==> src/rtl/riscv_pkg.sv <==
// Shared register-file constants and the dump reader's state encoding.
package riscv_pkg;

  localparam int RF_NUM_REGS = 32;
  localparam int RF_ADDR_W   = 5;
  localparam int XLEN        = 32;

  typedef enum logic [1:0] {
    IDLE  = 2'd0,
    SCAN  = 2'd1,
    DRAIN = 2'd2
  } dump_state_e;

endpackage

==> src/rtl/stream_out_reg.sv <==
// Single-entry valid/ready holding register. The payload stays frozen while
// valid is high and the consumer is not ready.
module stream_out_reg #(
  parameter int WIDTH = 8
) (
  input  logic             clk,
  input  logic             rst,
  input  logic             flush,
  input  logic             load,
  input  logic [WIDTH-1:0] din,
  input  logic             ready,
  output logic             valid,
  output logic [WIDTH-1:0] dout,
  output logic             load_ok
);

  logic             valid_q, valid_d;
  logic [WIDTH-1:0] data_q,  data_d;

  always_comb begin
    valid_d = valid_q;
    data_d  = data_q;
    if (flush) begin
      valid_d = 1'b0;
    end else if (load) begin
      valid_d = 1'b1;
      data_d  = din;
    end else if (valid_q && ready) begin
      valid_d = 1'b0;
    end
  end

  always_ff @(posedge clk) begin
    if (rst) begin
      valid_q <= 1'b0;
      data_q  <= '0;
    end else begin
      valid_q <= valid_d;
      data_q  <= data_d;
    end
  end

  assign valid   = valid_q;
  assign dout    = data_q;
  assign load_ok = !valid_q || ready;

endmodule

==> src/rtl/reg_dump_reader.sv <==
// Walks the register file x0..x(NUM_REGS-1) through a spare async read port
// and streams each word with its index and a last flag over valid/ready.
module reg_dump_reader
  import riscv_pkg::*;
#(
  parameter int NUM_REGS = RF_NUM_REGS,
  parameter int ADDR_W   = RF_ADDR_W,
  parameter int DATA_W   = XLEN
) (
  input  logic              clk,
  input  logic              rst,
  input  logic              start,
  input  logic              abort,
  output logic [ADDR_W-1:0] rd_addr,
  input  logic [DATA_W-1:0] rd_data,
  output logic              out_valid,
  input  logic              out_ready,
  output logic [DATA_W-1:0] out_data,
  output logic [ADDR_W-1:0] out_idx,
  output logic              out_last,
  output logic              busy,
  output logic              done
);

  localparam int PW = DATA_W + ADDR_W + 1;
  localparam logic [ADDR_W-1:0] LAST_ADDR = ADDR_W'(NUM_REGS - 1);

  dump_state_e       state_q, state_d;
  logic [ADDR_W-1:0] addr_q,  addr_d;
  logic              done_q,  done_d;

  logic              load;
  logic              load_ok;
  logic [PW-1:0]     payload_in;
  logic [PW-1:0]     payload_out;

  always_comb begin
    state_d = state_q;
    addr_d  = addr_q;
    done_d  = 1'b0;
    load    = 1'b0;
    if (abort) begin
      state_d = IDLE;
      addr_d  = '0;
    end else begin
      case (state_q)
        IDLE: begin
          if (start) begin
            addr_d  = '0;
            state_d = SCAN;
          end
        end
        SCAN: begin
          if (load_ok) begin
            load = 1'b1;
            // The last index parks the counter so it never wraps past NUM_REGS-1.
            if (addr_q == LAST_ADDR) begin
              state_d = DRAIN;
            end else begin
              addr_d = addr_q + ADDR_W'(1);
            end
          end
        end
        DRAIN: begin
          if (out_valid && out_ready) begin
            done_d  = 1'b1;
            state_d = IDLE;
            addr_d  = '0;
          end
        end
        default: begin
          state_d = IDLE;
          addr_d  = '0;
        end
      endcase
    end
  end

  always_ff @(posedge clk) begin
    if (rst) begin
      state_q <= IDLE;
      addr_q  <= '0;
      done_q  <= 1'b0;
    end else begin
      state_q <= state_d;
      addr_q  <= addr_d;
      done_q  <= done_d;
    end
  end

  assign payload_in = {rd_data, addr_q, (addr_q == LAST_ADDR)};

  stream_out_reg #(
    .WIDTH (PW)
  ) u_out (
    .clk     (clk),
    .rst     (rst),
    .flush   (abort),
    .load    (load),
    .din     (payload_in),
    .ready   (out_ready),
    .valid   (out_valid),
    .dout    (payload_out),
    .load_ok (load_ok)
  );

  assign out_data = payload_out[PW-1 -: DATA_W];
  assign out_idx  = payload_out[ADDR_W:1];
  assign out_last = payload_out[0];
  assign rd_addr  = addr_q;
  assign busy     = (state_q != IDLE);
  assign done     = done_q;

endmodule

==> config.mk <==
export PLATFORM = sky130hd
export DESIGN_NAME = reg_dump_reader
export DESIGN_NICKNAME = d
export VERILOG_FILES = /design/src/rtl/riscv_pkg.sv /design/src/rtl/stream_out_reg.sv /design/src/rtl/reg_dump_reader.sv
export SDC_FILE = /design/constraint.sdc
export NUM_CORES = 1
export LEC_CHECK = 0
export ABC_AREA = 0
export CAP_MARGIN = 0
export CORE_ASPECT_RATIO = 0.7
export CORE_MARGIN = 1.5
export CORE_UTILIZATION = 44
export DETAILED_ROUTE_END_ITERATION = 16
export PLACE_DENSITY = 0.85
export SETUP_SLACK_MARGIN = 0.4
export SLEW_MARGIN = 20
export SYNTH_ARGS = -nofsm -noshare
export SYNTH_HDL_FRONTEND = slang
export SYNTH_SLANG_ARGS = --single-unit
export TNS_END_PERCENT = 10
==> constraint.sdc <==
create_clock -name clk -period 4.2 [get_ports clk]
set_input_delay 0.84 -clock clk [delete_from_list [all_inputs] [get_ports clk]]
set_output_delay 0.84 -clock clk [all_outputs]
set_load 0.01 [all_outputs]
==> run_results.csv <==
group,metric,value,unit
timing,rsz0062_at_grt,"no",
synth,async_flop_share,0,%
routing,vias_per_cell,4.87,
layout,fillers,336,
timing,setup_viol,0,
timing,fin_worst_skew,4.65,ps
worst_setup_path,cp-end-kind,"output pin",
worst_setup_path,ff2ff_setup_slack,2190,ps
hold_path,worstHoldEndpoint,"u_out.dout[5]",
clock_tree,cts_resized,0,
routing,drt_iter0_drc,51,
pwr,combPwrFrac,10.9,%
timing,slew_headroom,64.4,%
clock_tree,hold_buffers,0,
timing,setup-tns-final,0,ps
routing,wl,4.33,mm
routing,drc,0,
placed_design,io_buffers,82,
clock_tree,insertion_delay,290,ps
floorplan,io_pins,83,
hold_path,hold_depth,2,
pwr,power_density,312,mW/mm2
synth,synthTopCellsByArea,"dfxtp_1, nand2_1, a21oi_1, buf_4, buf_6",
worst_setup_path,crit_arrival,1460,ps
synth,synth_xor_area_share,0,%
global_routing,grt_pass1_wl,7.21,mm
clock_tree,clk_pin_slew,80,ps
layout,design_area,0.00269,mm2
synth,syn_area,0.00179,mm2
layout,synthToLayoutAreaGrowth,50.2,%
synth,synth_top_cell_by_area,"dfxtp_1",
timing,hold_viol_final,0,
floorplan,fp.dieW,79.2,um
synth,synth_top_family_by_area,"simple AND/OR/NAND/NOR gates",
worst_setup_path,setup.worst_path.class,"flip-flop to output pin",
hold_path,hp-start,"u_out.dout[5]",
floorplan,dieArea,0.00446,mm2
worst_setup_path,worstPathRequired,3360,ps
hold_path,hp-class,"flip-flop to flip-flop",
placed_design,placed_cell_area,0.00259,mm2
global_routing,grtUsageTotal,20.5,%
pwr,swShare,21.5,%
floorplan,num_rows,19,
synth,ys_ff_latch,47,
global_routing,overflow,0,
clock_tree,cts_buffers,5,
synth,synth-edff-count,0,
pwr,peakVddDrop,0.212,mV
floorplan,initial_core_util,45.9,%
placed_design,hpwl,2.97,mm
synth,synth_top_area_share,52.6,%
synth,synth_nets,258,
pwr,p_leak,0.932,nW
clock_tree,cts_tree,"yes",
timing,fmax,0.434,GHz
synth,synth-simple-area-share,23.9,%
synth,synth_seq_area_share,52.6,%
synth,yosys_warnings,0,
layout,nets,333,
worst_setup_path,timing.rr.end,"rd_addr[2]",
synth,synthMuxAreaShare,0.560,%
worst_setup_path,crit_path_start_kind,"flip-flop",
synth,syn_inst,219,
synth,syn_avg_cell_area,8.16,um2
layout,drive_above_1_share,5.42,%
synth,yosys-top-cells-count,"nand2_1, dfxtp_1, a21oi_1",
global_routing,grt_pass1_vias,1629,
pwr,switching_power,0.180,mW
pwr,seqPwrFrac,54.8,%
synth,yosysMostFrequentCell,"nand2_1",
layout,diodes,0,
worst_setup_path,cp_max_fo,7,
floorplan,die_height,56.3,um
routing,drtPass1Iterations,4,
synth,synthFlopType,"dfxtp_1",
clock_tree,cts_sinks,47,
job,maxCapViolations,0,
synth,synth_cell_type_count,25,
pwr,p_int,0.659,mW
clock_tree,cts_setup_buffers,0,
routing,vias,1689,
global_routing,grt_max_degree,40,
timing,tightest_slew,530,ps
global_routing,antenna_found_initial,0,
timing,timing.final.crit_share,54.8,%
placed_design,gp_congestion,0.787,
run_status,status,"finished, final reports clean",
routing,detail-route-antenna-nets,0,
floorplan,core_area,0.00390,mm2
worst_setup_path,timing.rr.start,"rd_addr[0]",
worst_setup_path,r2r_cells,7,
synth,yosys.area_share.adder,1.40,%
synth,synth-compound-area-share,14.7,%
clock_tree,cts-root-buf,"clkbuf_8",
timing,fin_crit,2300,ps
timing,slew_viol_final,0,
clock_tree,htree_levels,2,
pwr,p_clk_share,34.3,%
routing,wl_per_cell,12.5,um
clock_tree,cts_max_path_buffers,2,
-- layout by cell type, fill, tap and decap left out, types with 2 or more instances in the layout --
cell	instances
o21ai_0	3
buf_4	4
nor3_1	2
nor2b_1	3
clkdlybuf4s50_1	82
a22oi_1	2
and3_1	2
dfxtp_1	47
nand2_1	77
ha_1	2
or2_2	2
a21oi_1	42
nor2_1	8
clkbuf_8	7
-- cells by family (layout without fill, tap and decap cells) --
| family | Yosys count | after routing |
|---|---|---|
| mux | 1 | 1 |
| fa+ha+maj | 2 | 2 |
| flops | 47 | 47 |
| simple gates | 102 | 102 |
| compound gates | 49 | 49 |
| buf+inv | 18 | 94 |
-- routing by layer --
layer | routed length [um] | track usage (%) | part of all wire [%]
met5 | 0 | 0 | 0
met4 | 31 | 5.26 | 0.72
met3 | 278 | 5.20 | 6.4
met2 | 2100 | 37.1 | 48
met1 | 1920 | 24.1 | 44
-- how the worst max path moves through the flow --
stage,endpoint,startpoint,cells after the start
3_3_place_gp,u_out.dout[2],out_ready,6
6_report,busy,state_q[1],2
3_5_place_dp,u_out.dout[33],out_ready,6
4_1_cts,busy,state_q[0],2
2_1_floorplan,u_out.dout[0],abort,5
5_1_grt,busy,state_q[0],2
-- state kept, by name, summed over array words and instances (netlist names) --
signal / count
u_out.dout: 38
rd_addr: 5
state_q: 2
done: 1
u_out.valid: 1
-- power by group through the flow --
stage | Combinational, mW | Sequential [mW] | Clock [mW]
2_1_floorplan | 0.0322 | 0.473 | 0
3_3_place_gp | 0.0909 | 0.470 | 0
3_5_place_dp | 0.0913 | 0.470 | 0
4_1_cts | 0.0922 | 0.460 | 0.294
5_1_grt | 0.0991 | 0.461 | 0.311
6_report | 0.0914 | 0.460 | 0.288
-- through the flow --
stage	total power [mW]	cells	hold slack [ps]	setup WS, ps	utilization, %
3_3_place_gp	0.561	339	441	1860	66.3
5_1_grt	0.871	347	472	1830	68.9
4_1_cts	0.846	347	457	1890	68.9
3_5_place_dp	0.562	339	446	1730	66.3
2_1_floorplan	0.506	219	463	2470	-
6_report	0.839	347	457	1900	68.9
-- critical path, stage by stage, from the launching register on --
cell and delay, ps:
dfxtp_1 380, or2_2 320, clkdlybuf4s50_1 480
-- layout make-up --
type	count	area, um2	share of cell area [%]
Clock buffer	8	100	3.73
Sequential cell	47	941	35.0
Multi-Input combinational cell	154	729	27.2
Timing Repair Buffer	86	851	31.7
Tap cell	52	65.1	2.42
Power figures use the tool's default switching activity.
